**src/rtl/tpu_host_loader.sv**
```systemverilog
// Purpose: host-side transmitter that streams weight/input/instruction bytes onto the TPU pin protocol, then issues start.
// Latency: a byte accepted at edge k is on the pins after edge k+1; go at edge 0 gives src_ready in the cycle after edge 0.
// Backpressure: src_ready is high only in a load phase with bytes left; a cycle without src_valid is sent as an idle (000) bubble.
module tpu_host_loader #(
  parameter int GAP_CYCLES = 1,
  parameter int CNT_W      = 8
) (
  input  logic             clk,
  input  logic             reset,
  input  logic             go,
  input  logic [CNT_W-1:0] n_w,
  input  logic [CNT_W-1:0] n_inp,
  input  logic [CNT_W-1:0] n_ins,
  input  logic             src_valid,
  input  logic [7:0]       src_data,
  output logic             src_ready,
  output logic [7:0]       pin_data,
  output logic [2:0]       pin_cmd,
  output logic             busy,
  output logic             done
);

  // Gap counter only has to hold 0..GAP_CYCLES-1; keep at least one bit so
  // the GAP_CYCLES=0/1 builds still have a legal vector.
  localparam int GAP_W = (GAP_CYCLES > 1) ? $clog2(GAP_CYCLES) : 1;

  // Command codes seen by the TPU pin decoder on ui_in[7:5].
  localparam logic [2:0] CMD_IDLE  = 3'b000;
  localparam logic [2:0] CMD_W     = 3'b001;
  localparam logic [2:0] CMD_INP   = 3'b010;
  localparam logic [2:0] CMD_INS   = 3'b011;
  localparam logic [2:0] CMD_START = 3'b101;

  typedef enum logic [2:0] {
    S_IDLE,
    S_LOAD_W,
    S_LOAD_INP,
    S_LOAD_INS,
    S_GAP,
    S_START,
    S_DONE
  } state_t;

  state_t           state;
  logic [CNT_W-1:0] rem_w;
  logic [CNT_W-1:0] rem_inp;
  logic [CNT_W-1:0] rem_ins;
  logic [GAP_W-1:0] gap_cnt;

  logic [CNT_W-1:0] cur_rem;
  logic [2:0]       cur_code;
  logic             hs;
  logic             last_byte;
  state_t           after_phase;

  // First phase that still has bytes, in W -> INP -> INS order; empty
  // phases are skipped entirely and fall through to START.
  function automatic state_t pick_phase(input logic w_nz,
                                        input logic inp_nz,
                                        input logic ins_nz);
    state_t nxt;
    if (w_nz)        nxt = S_LOAD_W;
    else if (inp_nz) nxt = S_LOAD_INP;
    else if (ins_nz) nxt = S_LOAD_INS;
    else             nxt = S_START;
    return nxt;
  endfunction

  // Decode the active phase: its remaining count, its pin code, and where the
  // sequence goes once the phase's last byte is taken (the current phase is
  // excluded because its counter still reads 1 at that point).
  always_comb begin
    cur_rem     = '0;
    cur_code    = CMD_IDLE;
    after_phase = S_START;
    case (state)
      S_LOAD_W: begin
        cur_rem     = rem_w;
        cur_code    = CMD_W;
        after_phase = pick_phase(1'b0, rem_inp != '0, rem_ins != '0);
      end
      S_LOAD_INP: begin
        cur_rem     = rem_inp;
        cur_code    = CMD_INP;
        after_phase = pick_phase(1'b0, 1'b0, rem_ins != '0);
      end
      S_LOAD_INS: begin
        cur_rem     = rem_ins;
        cur_code    = CMD_INS;
        after_phase = S_START;
      end
      default: begin
        cur_rem     = '0;
        cur_code    = CMD_IDLE;
        after_phase = S_START;
      end
    endcase
    // cur_rem is only non-zero inside a load phase, so this alone keeps
    // src_ready low in every other state.
    src_ready = (cur_rem != '0);
    hs        = src_valid & src_ready;
    last_byte = hs && (cur_rem == CNT_W'(1));
  end

  // Sequencer: owns the state, the per-phase byte counters, the gap counter
  // and every registered pin/status output.
  always_ff @(posedge clk or negedge reset) begin
    if (!reset) begin
      state    <= S_IDLE;
      rem_w    <= '0;
      rem_inp  <= '0;
      rem_ins  <= '0;
      gap_cnt  <= '0;
      pin_data <= 8'h00;
      pin_cmd  <= CMD_IDLE;
      busy     <= 1'b0;
      done     <= 1'b0;
    end else begin
      done <= 1'b0;
      case (state)
        S_IDLE: begin
          pin_cmd <= CMD_IDLE;
          if (go) begin
            rem_w   <= n_w;
            rem_inp <= n_inp;
            rem_ins <= n_ins;
            busy    <= 1'b1;
            state   <= pick_phase(n_w != '0, n_inp != '0, n_ins != '0);
          end
        end

        S_LOAD_W, S_LOAD_INP, S_LOAD_INS: begin
          if (hs) begin
            pin_data <= src_data;
            pin_cmd  <= cur_code;
            case (state)
              S_LOAD_W:   rem_w   <= rem_w - CNT_W'(1);
              S_LOAD_INP: rem_inp <= rem_inp - CNT_W'(1);
              default:    rem_ins <= rem_ins - CNT_W'(1);
            endcase
            if (last_byte) begin
              gap_cnt <= '0;
              if (GAP_CYCLES > 0) state <= S_GAP;
              else                state <= after_phase;
            end
          end else begin
            // No byte this cycle: the receiver sees an idle bubble while
            // the data pins keep their last value.
            pin_cmd <= CMD_IDLE;
          end
        end

        S_GAP: begin
          pin_cmd <= CMD_IDLE;
          // Finished phases have zero remaining, so the same picker used at
          // go time finds the next phase that still has work.
          if (32'(gap_cnt) >= GAP_CYCLES - 1) begin
            gap_cnt <= '0;
            state   <= pick_phase(rem_w != '0, rem_inp != '0, rem_ins != '0);
          end else begin
            gap_cnt <= gap_cnt + GAP_W'(1);
          end
        end

        S_START: begin
          pin_cmd  <= CMD_START;
          pin_data <= 8'h00;
          state    <= S_DONE;
        end

        S_DONE: begin
          pin_cmd <= CMD_IDLE;
          done    <= 1'b1;
          busy    <= 1'b0;
          state   <= S_IDLE;
        end

        default: begin
          pin_cmd <= CMD_IDLE;
          busy    <= 1'b0;
          state   <= S_IDLE;
        end
      endcase
    end
  end

endmodule

```
**config.mk**
```make
export PLATFORM = sky130hd
export DESIGN_NAME = tpu_host_loader
export DESIGN_NICKNAME = d
export VERILOG_FILES = /design/src/rtl/tpu_host_loader.sv
export SDC_FILE = /design/constraint.sdc
export NUM_CORES = 1
export LEC_CHECK = 0
export BUFFER_PORTS_ARGS = -buffer_cell sky130_fd_sc_hd__buf_2
export CAP_MARGIN = 20
export CORE_ASPECT_RATIO = 1.5
export CORE_MARGIN = 2
export CORE_UTILIZATION = 55
export DETAILED_ROUTE_END_ITERATION = 8
export PLACE_DENSITY = 0.79
export SYNTH_ARGS = -nofsm -noshare
export SYNTH_HDL_FRONTEND = slang
export SYNTH_SLANG_ARGS = --single-unit
```
**constraint.sdc**
```tcl
create_clock -name clk -period 2.95 [get_ports clk]
set_input_delay 0.4425 -clock clk [delete_from_list [all_inputs] [get_ports clk]]
set_output_delay 0.4425 -clock clk [all_outputs]
set_load 0.05 [all_outputs]
```
==> metrics.yaml <==
synth:
  yosysTopAreaCellShare: 0.393
  yosys_warnings: 0
  syn_area_sq_um: 2540
  synth_cell_type_count: 48
  synth_area_leaders: "dfrtp_1, o21ai_0, nor2_1"
  syn_avg_cell_area_sq_um: 8.13
  synth-async-reset-ratio: 1.00
  yosysMostFrequentCell: "o21ai_0"
  synth_commonest_cells: "o21ai_0, nor2_1, dfrtp_1, a21oi_1, nand3_1"
  synth_nets: 352
  synth-edff-count: 0
  yosysSeqAreaShare: 0.393
  yosysTopAreaCell: "dfrtp_1"
  netlist_instances: 313
  ys_ff_latch: 40
  synth-main-ff-cell: "dfrtp_1"
setup_path:
  path_buf_inv: 1
  cp_max_fo: 6
  worst-setup-path-type: "register to output port"
  cpLargestDelayFamily: "simple AND/OR/NAND/NOR gates"
  max_stage_delay_ns: 0.55
  crit_chain: "or4_4 -> o31a_1 -> o31ai_4 -> nand2_1 -> buf_2"
  worstPathRequired_ns: 2.51
  start_kind: "register"
  crit_path_end_kind: "output port"
  cp_slowest_cell: "or4_4"
  crit_arrival_ns: 2.20
die:
  start_util: 0.565
  core_sq_um: 4500
  die_area_sq_um: 5200
  die_h_um: 87.3
  num_rows: 30
  die_w_um: 59.5
  pin_count: 50
route:
  drt-initial-drc-count: 152
  vias: 2520
  wirelength_um: 6250
  viasPerCell: 6.18
  wire_per_inst_um: 15.3
  drtAntennaViolNets: 0
  drtPass1Iterations: 5
  route.detailed.drc: 0
clock_network:
  ctsHoldBuffers: 0
  cts_root_buf: "clkbuf_8"
  insertion_delay_ns: 0.30
  clockBufferDepth: 2
  cts_tree: "yes"
  cts_sinks: 40
  cts_setup_buffers: 0
  numCtsBuffers: 5
  h-tree-depth: 2
  postCtsResizedCells: 0
  clk_pin_slew_worst_paths_ns: 0.08
job:
  maxCapViolations: 0
timing:
  max_freq_ghz: 0.379
  min_period_ns: 2.64
  slew_viol_final: 0
  finClkSkew_ns: 0.00737
  finalSetupTns_ns: 0
  slew_headroom: 0.386
  setup_violations: 0
  whs_ns: 0.277
  post-route-period-util: 0.894
  rsz0062_at_grt: "no"
  worst_pin_slew_ns: 0.921
  hold_viol_final: 0
finish:
  drive_gt1_frac: 0.225
  final_util: 0.651
  fin_nets: 398
  diodes: 0
  syn_to_final_growth_pct: 15.2
  num-fill-cells: 405
  seq_area_sq_um: 1000
  multi_input_area_sq_um: 1420
grt:
  globalRoute.totalOverflow: 0
  first_global_vias: 2482
  grtUsageTotal: 0.265
  grt_pass1_wl_um: 10800
  grt_max_degree: 62
  antenna_found_initial: 0
outcome:
  outcome: "finished, final reports clean"
place:
  io_buffers: 49
  routabilityCongestion: 0.989
  dpl.hpwl_um: 4550
power_and_ir_drop:
  vdd_drop_max_mv: 0.598
  power_leakage_nw: 1.27
  power_mw: 3.78
  p_per_area_nw_per_um2: 1290
hold_path:
  hold_class: "input port to asynchronous set/reset pin"
metrics by stage:
stage	setup slack, ns	cells	instance area (sq um)
global route	0.191	408	2930
global placement	0.545	400	2830
finish	0.312	408	2930
floorplan	0.670	313	2540
detailed placement	0.485	400	2830
CTS	0.322	408	2930
routing by layer:
| layer | share of wire | global-route usage | vias up | wire, um |
|---|---|---|---|---|
| met3 | 0.039 | 0.0416 | 9 | 241 |
| met1 | 0.42 | 0.324 | 1194 | 2630 |
| met5 | 0 | 0 | - | 0 |
| met4 | 0.017 | 0.105 | 0 | 104 |
| li1 | - | - | 1252 | - |
| met2 | 0.52 | 0.455 | 65 | 3270 |
layout by cell type, fill, tap and decap left out, types with 2 or more instances in the layout:
master    count
o21ai_2       4
inv_1        10
dfrtp_1      40
nand4_1      12
buf_2        49
nor3b_1       4
o21ai_0      47
or3b_1        7
clkbuf_8      5
nor4_1       12
ha_1          3
nor2_1       44
nand2b_1      6
nand2_1       9
nor3_1        8
or3b_2        4
o22ai_1       5
a22oi_1       7
nor2b_1       2
a211o_2       2
buf_4         8
nand3_1      18
a21oi_1      27
cell type report:
type,count,share of cell area
inverter,10,0.0128
tap,48,0.0205
clock buffer,6,0.0247
multi-input combinational,245,0.485
clock inverter,2,0.0119
timing repair buffer,57,0.104
sequential,40,0.341
registers in the layout, indices dropped and copies added (netlist names):
| name | count |
|---|---|
| rem_ins | 8 |
| state | 3 |
| rem_inp | 8 |
| rem_w | 8 |
| done | 1 |
| pin_data | 8 |
| busy | 1 |
| pin_cmd | 3 |
power breakdown:
part | switching, mW | total [mW] | internal [mW]
Sequential | 0.263 | 1.07 | 0.806
Clock | 0.195 | 0.446 | 0.251
Combinational | 1.46 | 2.27 | 0.804
Total | 1.92 | 3.78 | 1.86
logic make-up after synthesis:
| family | share of synthesized area |
|---|---|
| and+or+nand+nor | 0.278 |
| AOI/OAI and AO/OA | 0.253 |
| DFF | 0.393 |
| buffers and inverters | 0.0526 |
| adders and majority gates | 0.0148 |
| muxes | 0.00836 |
final timing paths:
check	startpoint	endpoint	slack, ns	cells past startpoint
max in group asynchronous	reset	rem_ins[3]	2.10	1
max reg2reg	rem_w[4]	pin_data[6]	0.46	6
max	rem_w[4]	src_ready	0.31	5
min in group clk	src_data[5]	pin_data[5]	0.40	3
min reg2reg	rem_inp[6]	rem_inp[6]	0.53	2
min	reset	pin_cmd[2]	0.28	1
(Power assumes the default switching activity.)
